### config.mk
export PLATFORM = sky130hd
export DESIGN_NAME = branch_predict_unit
export DESIGN_NICKNAME = d
export VERILOG_FILES = /design/src/rtl/branch_predict_unit.sv
export SDC_FILE = /design/constraint.sdc
export NUM_CORES = 2
export LEC_CHECK = 0
export ABC_CLOCK_PERIOD_IN_PS = 6180
export BUFFER_PORTS_ARGS = -buffer_cell sky130_fd_sc_hd__buf_2
export CAP_MARGIN = 25
export CELL_PAD_IN_SITES_DETAIL_PLACEMENT = 2
export CELL_PAD_IN_SITES_GLOBAL_PLACEMENT = 2
export CORE_UTILIZATION = 32
export DETAILED_ROUTE_END_ITERATION = 8
export GPL_TIMING_DRIVEN = 0
export PLACE_DENSITY = 0.71
export SYNTH_ARGS = -nofsm -noshare
export SYNTH_HDL_FRONTEND = slang
export SYNTH_SLANG_ARGS = --single-unit
### constraint.sdc
create_clock -name clk -period 6.18 [get_ports clk]
set_input_delay 0.927 -clock clk [delete_from_list [all_inputs] [get_ports clk]]
set_output_delay 0.927 -clock clk [all_outputs]
set_load 0.02 [all_outputs]
### src/rtl/branch_predict_unit.sv
// ---------------------------------------------------------------------------
// branch_predict_unit
//
// This unit predicts control flow in IF and resolves it in EX. It uses a
// direct-mapped branch target buffer (BTB). Each BTB entry holds a valid bit,
// a tag, a target and a saturating direction counter.
//
// IF lookup (combinational from if_pc):
//   idx = if_pc[2 +: IDX_W]
//   tag = if_pc[IDX_W+2 +: TAG_W]
//   The unit predicts taken when the entry hits and the counter MSB is set.
//
// EX resolution (combinational):
//   The resolver handles jal, jalr and the six defined B-type conditions,
//   including bltu and bgeu. It compares the outcome with the prediction
//   that was piped down with the instruction. On a mismatch it raises
//   redirect for the same cycle.
//
// The BTB and the statistics counters update on the next rising edge.
//
// Ports
//   clk, rst           clock (rising edge); synchronous active-high reset
//   if_pc              fetch PC
//   pred_taken         IF prediction: taken
//   pred_target        IF predicted next PC
//   ex_valid           EX holds a real instruction
//   ex_pc              EX instruction PC
//   ex_jump            00 none, 01 jal, 10 jalr, 11 none
//   ex_branch_en       EX instruction is a B-type branch
//   ex_func3           branch condition select
//   ex_zero            rs1 == rs2
//   ex_neg             signed rs1 < rs2
//   ex_ltu             unsigned rs1 < rs2
//   ex_target          resolved target address
//   ex_pred_taken      prediction piped down with the instruction
//   ex_pred_target     predicted target piped down with the instruction
//   redirect           mispredict: flush IF/ID and load redirect_pc
//   redirect_pc        correct next PC; 0 when nothing resolves
//   stat_branches      resolved control-flow instructions (saturating)
//   stat_mispred       mispredictions (saturating)
//
// Handshake
//   There is no valid/ready pair. ex_valid qualifies the EX inputs in the
//   cycle they are presented. redirect is meaningful in that same cycle
//   and needs no acknowledge.
// ---------------------------------------------------------------------------
module branch_predict_unit #(
   parameter int ADDR_W  = 32,
   parameter int ENTRIES = 64,
   parameter int TAG_W   = 8,
   parameter int CTR_W   = 2,
   parameter int STAT_W  = 16
) (
   input  logic              clk,
   input  logic              rst,
   input  logic [ADDR_W-1:0] if_pc,
   output logic              pred_taken,
   output logic [ADDR_W-1:0] pred_target,
   input  logic              ex_valid,
   input  logic [ADDR_W-1:0] ex_pc,
   input  logic [1:0]        ex_jump,
   input  logic              ex_branch_en,
   input  logic [2:0]        ex_func3,
   input  logic              ex_zero,
   input  logic              ex_neg,
   input  logic              ex_ltu,
   input  logic [ADDR_W-1:0] ex_target,
   input  logic              ex_pred_taken,
   input  logic [ADDR_W-1:0] ex_pred_target,
   output logic              redirect,
   output logic [ADDR_W-1:0] redirect_pc,
   output logic [STAT_W-1:0] stat_branches,
   output logic [STAT_W-1:0] stat_mispred
);

   localparam int IDX_W = $clog2(ENTRIES);
   localparam logic [CTR_W-1:0]  CTR_MAX  = {CTR_W{1'b1}};
   localparam logic [CTR_W-1:0]  CTR_WEAK = CTR_W'(1) << (CTR_W - 1);
   localparam logic [STAT_W-1:0] STAT_MAX = {STAT_W{1'b1}};

   // BTB storage
   logic              r_valid [ENTRIES];
   logic [TAG_W-1:0]  r_tag   [ENTRIES];
   logic [ADDR_W-1:0] r_tgt   [ENTRIES];
   logic [CTR_W-1:0]  r_ctr   [ENTRIES];

   logic [STAT_W-1:0] r_stat_br;
   logic [STAT_W-1:0] r_stat_mp;

   // ------------------------------------------------------------------
   // IF lookup. The lookup reads the registered contents only, so an
   // update to the same index in this cycle becomes visible one cycle
   // later.
   // ------------------------------------------------------------------
   logic [IDX_W-1:0] w_if_idx;
   logic [TAG_W-1:0] w_if_tag;
   logic             w_if_hit;

   assign w_if_idx = if_pc[2 +: IDX_W];
   assign w_if_tag = if_pc[IDX_W+2 +: TAG_W];
   assign w_if_hit = r_valid[w_if_idx] && (r_tag[w_if_idx] == w_if_tag);

   assign pred_taken  = !rst && w_if_hit && r_ctr[w_if_idx][CTR_W-1];
   assign pred_target = pred_taken ? r_tgt[w_if_idx] : (if_pc + ADDR_W'(4));

   // ------------------------------------------------------------------
   // EX resolution
   // ------------------------------------------------------------------
   logic              w_is_jump;
   logic              w_br_cond;
   logic              w_f3_ok;
   logic              w_resolved;
   logic              w_taken;
   logic [ADDR_W-1:0] w_actual_pc;
   logic              w_mispred;

   // Encoding 11 behaves exactly like 00 (not a jump).
   assign w_is_jump = (ex_jump == 2'b01) || (ex_jump == 2'b10);

   always_comb begin
      w_br_cond = 1'b0;
      w_f3_ok   = 1'b1;
      case (ex_func3)
         3'b000:  w_br_cond = ex_zero;
         3'b001:  w_br_cond = !ex_zero;
         3'b100:  w_br_cond = ex_neg;
         3'b101:  w_br_cond = !ex_neg;
         3'b110:  w_br_cond = ex_ltu;
         3'b111:  w_br_cond = !ex_ltu;
         default: w_f3_ok   = 1'b0;   // 010/011: not a control-flow op here
      endcase
   end

   // A jump takes priority over ex_branch_en.
   assign w_resolved  = ex_valid && !rst && (w_is_jump || (ex_branch_en && w_f3_ok));
   assign w_taken     = w_is_jump || w_br_cond;
   assign w_actual_pc = w_taken ? ex_target : (ex_pc + ADDR_W'(4));

   // When the direction is correctly predicted taken, a target mismatch is
   // still a mispredict.
   assign w_mispred = w_resolved &&
                      ((w_taken != ex_pred_taken) ||
                       (w_taken && (ex_pred_target != ex_target)));

   assign redirect    = w_mispred;
   assign redirect_pc = w_resolved ? w_actual_pc : '0;

   // ------------------------------------------------------------------
   // EX-side BTB probe for the update
   // ------------------------------------------------------------------
   logic [IDX_W-1:0] w_ex_idx;
   logic [TAG_W-1:0] w_ex_tag;
   logic             w_ex_hit;

   assign w_ex_idx = ex_pc[2 +: IDX_W];
   assign w_ex_tag = ex_pc[IDX_W+2 +: TAG_W];
   assign w_ex_hit = r_valid[w_ex_idx] && (r_tag[w_ex_idx] == w_ex_tag);

   // ------------------------------------------------------------------
   // Table and statistics update
   // ------------------------------------------------------------------
   always_ff @(posedge clk) begin
      if (rst) begin
         for (int i = 0; i < ENTRIES; i++) begin
            r_valid[i] <= 1'b0;
            r_tag[i]   <= '0;
            r_tgt[i]   <= '0;
            r_ctr[i]   <= '0;
         end
         r_stat_br <= '0;
         r_stat_mp <= '0;
      end else if (w_resolved) begin
         if (w_ex_hit) begin
            if (w_is_jump) begin
               r_ctr[w_ex_idx] <= CTR_MAX;
            end else if (w_taken) begin
               if (r_ctr[w_ex_idx] != CTR_MAX) begin
                  r_ctr[w_ex_idx] <= r_ctr[w_ex_idx] + CTR_W'(1);
               end
            end else begin
               if (r_ctr[w_ex_idx] != '0) begin
                  r_ctr[w_ex_idx] <= r_ctr[w_ex_idx] - CTR_W'(1);
               end
            end
            if (w_taken) begin
               r_tgt[w_ex_idx] <= ex_target;
            end
         end else if (w_taken) begin
            // On a miss, only a taken instruction allocates. The new entry
            // replaces whatever tag occupied this index.
            r_valid[w_ex_idx] <= 1'b1;
            r_tag[w_ex_idx]   <= w_ex_tag;
            r_tgt[w_ex_idx]   <= ex_target;
            r_ctr[w_ex_idx]   <= w_is_jump ? CTR_MAX : CTR_WEAK;
         end

         if (r_stat_br != STAT_MAX) begin
            r_stat_br <= r_stat_br + STAT_W'(1);
         end
         if (w_mispred && (r_stat_mp != STAT_MAX)) begin
            r_stat_mp <= r_stat_mp + STAT_W'(1);
         end
      end
   end

   assign stat_branches = r_stat_br;
   assign stat_mispred  = r_stat_mp;

endmodule

Yosys cells after proc, flatten, opt, wreduce, memory -nomap -nowiden --
Memory sizes are Yosys's and may differ from the RTL's. Cells that the tools add are included.
Cells by class: add/sub/neg operators 6, eq/ne operators 14, mux-type cells 52, bitwise gates (word level) 4, reduce and logical (&&, ||, !) cells 27
Operator list (number):
- 2-to-1 mux 32 bit | 5
- adder 32 x 3 -> 32 bit (second input constant) | 2
- 2-to-1 mux 1 bit | 37
- adder 16 x 1 -> 16 bit (second input constant) | 2
- != test 16 bit (second input constant) | 2
- != test 32 bit | 1
- OR reduction 32 bit | 1
- 2-to-1 mux 6 bit | 4
- equality test 8 bit | 2
- equality test 3 bit (second input constant) | 4
- logical AND 1 bit | 10
- 2-to-1 mux 2 bit | 4
- 2-to-1 mux 8 bit | 1
- OR reduction 8 bit | 1
- case mux 1 bit (6 select lines) | 1
- OR reduction 6 bit | 1
- logical NOT 1 bit | 4
- logical OR 1 bit | 4
- bitwise OR 1 bit | 4
- AND reduction 2 bit | 2
- equality test 3 x 1 -> 1 bit (second input constant) | 1
- logical NOT 3 bit | 1
- adder 2 x 1 -> 2 bit (second input constant) | 1
- equality test 2 x 1 -> 1 bit (second input constant) | 1
- 7 further kinds | 7
Storage, ports and cells: register bits 32, bits in writable memories 2752, input port bits 141, output and inout port bits 98, word-level logic and storage cells 109, memories kept 4
Memory list:
- r_tgt | words 64, bits a word 32, read ports 1, clocked after memory_dff 0, write ports 64, line 84 | logic [ADDR_W-1:0] r_tgt [ENTRIES];
- r_tag | words 64, bits a word 8, read ports 2, clocked after memory_dff 0, write ports 64, line 83 | logic [TAG_W-1:0] r_tag [ENTRIES];
- r_ctr | words 64, bits a word 2, read ports 2, clocked after memory_dff 0, write ports 64, line 85 | logic [CTR_W-1:0] r_ctr [ENTRIES];
- r_valid | words 64, bits a word 1, read ports 2, clocked after memory_dff 0, write ports 64, line 82 | logic r_valid [ENTRIES];

Logic depth before layout (Yosys ltp) --
depth after elaboration 14, mapped depth 22, gate-level depth less buffers 15

Worst setup path before layout --
OpenSTA, ideal clock, no wires.
path kind input to register, from in ex_pc[4], to mem r_tgt[26][0] (enable), library setup time 0.466 ns, arrival time 4.826 ns, data required time 5.714 ns, setup slack 0.888 ns, stages 9, path buffers 6, cell sequence buf_2 buf_6 buf_2 buf_2 nor3b_2 clkbuf_1 nand2_1 clkbuf_1 o21ai_0
RTL lines:
- from (decl) | line 60 | input logic [ADDR_W-1:0] ex_pc,
- to (decl) | line 84

==> metrics.md <==
| Metric | Value |
|---|---|
| Die area | `around 420000 um^2` |
| Wirelength per Cell | `about 45 um` |
| Commonest cells after routing, fill and taps aside | `edfxtp_1, and3_1, mux4_2` |
| Pre-CTS setup slack | `-2380 ps` |
| Initial antenna violation count | `between 100 and 150` |
| Largest net degree at the start of global routing | `33` |
| Clock transition at path regs | `approximately 60 ps` |
| Critical-path cell list | `buf_2 -> buf_4 -> buf_4 -> buf_4 -> buf_4 -> buf_4 -> mux2i_1 -> a221oi_1 -> a21oi_1 -> o21ai_0 -> nand4_1 -> a221oi_4 -> buf_4 -> and3_1 -> buf_4 -> buf_2 -> a21oi_1 -> or2_2` |
| YS warnings | `0` |
| Reg area | `82600 um^2` |
| Fin. max-slew vios | `0` |
| CP delay by family, top | `buffers and inverters` |
| Fin worst setup slack | `-375 ps` |
| Number of synthesized flops with an enable pin | `roughly 2700` |
| Number of global-route vias before repair | `103080` |
| Most common cell after layout, fill and taps aside | `edfxtp_1` |
| CP max-delay cell | `nand4_1` |
| Via Count | `between 100k and 150k` |
| Final Hold Fails | `0` |
| Worst path required time | `just under 7000 ps` |
| Synth cell types | `77` |
| Placer Congestion | `around 1.0` |
| Area delta synth->final | `18.4%` |
| Die X | `between 600 and 700 um` |
| Hpwl dp | `between 500000 and 600000 um` |
| PwrDens | `303 nW/um^2` |
| Gr usage total | `0.331` |
| Post-Syn Area | `~130000 um^2` |
| Gate Count Post-Synth | `slightly above 9000` |
| H-tree depth | `5` |
| Leakage power | `between 50 and 60 nW` |
| Period utilisation layout | `1.06` |
| Routed WL | `about 700000 um` |
| Synth Register Bits | `around 2800` |
| Finish-stage setup viols | `between 500 and 600` |
| NumNets Final | `just over 10000` |
| Skew final | `60.4 ps` |
| Max IR drop VDD | `0.000211 V` |
| Row cnt | `around 240` |
| DP Area | `between 100000 and 150000 um^2` |
| Multi-input logic area | `around 47000 um^2` |
| CP Launch Type | `input port` |
| Largest driver fanout on the critical path | `10` |
| Layout cells sized above 1 | `0.231` |
| Pre-antenna DRT Iters | `6` |
| Min-delay worst type | `input port to flip-flop` |
| Max stage delay on crit path | `a little over 600 ps` |
| Setup CP Type | `input port to flip-flop` |
| Initial Util | `0.322` |
| Clock tree buffer depth | `4` |
| Root buf cell | `clkbuf_16` |
| Mapped Nets | `~9400` |
| Sink Count | `roughly 2800` |
| Port-buffer cells | `230` |
| Ys flop type | `edfxtp_1` |
| Mean post-synth cell area | `between 10 and 15 um^2` |
| Critical path capture point type | `flip-flop` |
| Tmin final | `6560 ps` |
| RSZ-0062 raised after global routing | `yes` |
| First-pass GRT wire length | `around 940000 um` |
| Total grt overflow | `0` |
| Fill cells | `41018` |
| 1st-iter DRT viols | `between 15000 and 20000` |
| CTS tree | `yes` |
| CP Buf/Inv Count | `9` |
| Number of nets with antenna violations after routing | `0` |
| Max cap viols | `0` |
| Slew HR | `0.0807` |
| Clk_lat worst skew | `990 ps` |
| Die height | `about 650 um` |
| Sequential share of the synthesized area | `0.619` |
| Failing checks | `negative setup slack` |
| Worst slew pin tran | `~1400 ps` |
| Status | `finished, violations left` |
| Critical path's most frequent cell | `buf_4` |
| Ports | `239` |
| Max Fclk | `approximately 150 MHz` |
| Post-layout instance area | `between 150000 and 200000 um^2` |
| CP Data Arrival Time | `~7200 ps` |
| Cts hold-fix bufs | `0` |
| Vias/cell | `6.44` |
| CORE AREA | `just over 400000 um^2` |
| Ys async rst share | `0` |
| CTS buffer count | `330` |
| Remaining DRCs | `0` |
[worst min-delay path: cells and delay by family]
family | cells | cell delay [ps]
buf+inv | 2 | 260
simple gates | 1 | 150
[metal layers]
metal | global-route usage | wire, um | vias to the layer above
met5 | 0.00231 | 451 | -
met3 | 0.104 | 92800 | 1618
li1 | - | - | 37995
met2 | 0.499 | 312000 | 7828
met1 | 0.422 | 259000 | 54761
met4 | 0.183 | 45700 | 52
[stage by stage]
step                hold slack, ps  std cells  utilization  power, mW  setup TNS [ps]
finish                         503      15877        0.381       47.9          -59320
global route                   511      15841        0.381       48.5           -5040
CTS                            464      15812        0.380       47.6           -4220
detailed placement             483      15198        0.351       28.0        -2123550
global placement               470      14986        0.341       27.6               -
floorplan                      447       9282            -       24.8               0
[cell families after synthesis]
| group | synth area share |
|---|---|
| AND/OR/NAND/NOR | 0.130 |
| buffers and inverters | 0.0375 |
| multiplexers | 0.162 |
| adder cells (fa/ha/maj) | 0.000563 |
| XOR/XNOR | 0.00840 |
| AO/OA/AOI/OAI | 0.0420 |
| flip-flops | 0.619 |
[power breakdown]
part	switching (mW)	internal [mW]
registers	0.457	21.6
clock network	8.74	11.2
logic	4.16	1.84
[cell type report]
class	instances	area share
Antenna cell	42	0.000665
Buffer	1153	0.0357
Clock buffer	402	0.0548
Clock inverter	197	0.0120
Inverter	29	0.000744
Multi-Input combinational cell	5311	0.295
Sequential cell	2784	0.523
Tap cell	5474	0.0433
Timing Repair Buffer	485	0.0343
[cells in the mapped netlist, types with 76 or more instances]
cell | number | area [um^2]
edfxtp_1 | 2688 | 80700
nor2_1 | 780 | 2930
xnor2_1 | 93 | 815
and3_1 | 1497 | 9370
nor3_1 | 529 | 2650
mux4_2 | 862 | 19400
mux2i_1 | 126 | 1260
o21ai_0 | 122 | 611
dfxtp_1 | 96 | 1920
a21oi_1 | 193 | 966
buf_2 | 162 | 811
nand2_1 | 269 | 1010
clkbuf_1 | 865 | 3250
nand3_1 | 76 | 380
[what timing repair did]
action | CTS | global route
setup endpoints to repair | 1342 | 360
gates cloned | 2 | 0
pin swaps | 11 | 10
buffers inserted | 17 | 9
resized for setup | 367 | 36
[final timing paths]
path | startpoint | to | slack [ps] | cells past startpoint
min | ex_target[18] | r_tgt[15][18] | 500 | 3
max | ex_pc[3] | r_tag[2][5] | -380 | 18
max reg2reg | r_tag[53][6] | r_tag[2][5] | 500 | 11
min reg2reg | r_valid[62] | r_valid[62] | 500 | 1
[sequential cells by signal, summed over array words and instances, names as in the netlist]
name	cells
r_tgt	2048
r_tag	512
r_ctr	128
r_valid	64
stat_branches	16
stat_mispred	16
No activity file was read; power rests on OpenSTA's default activity.
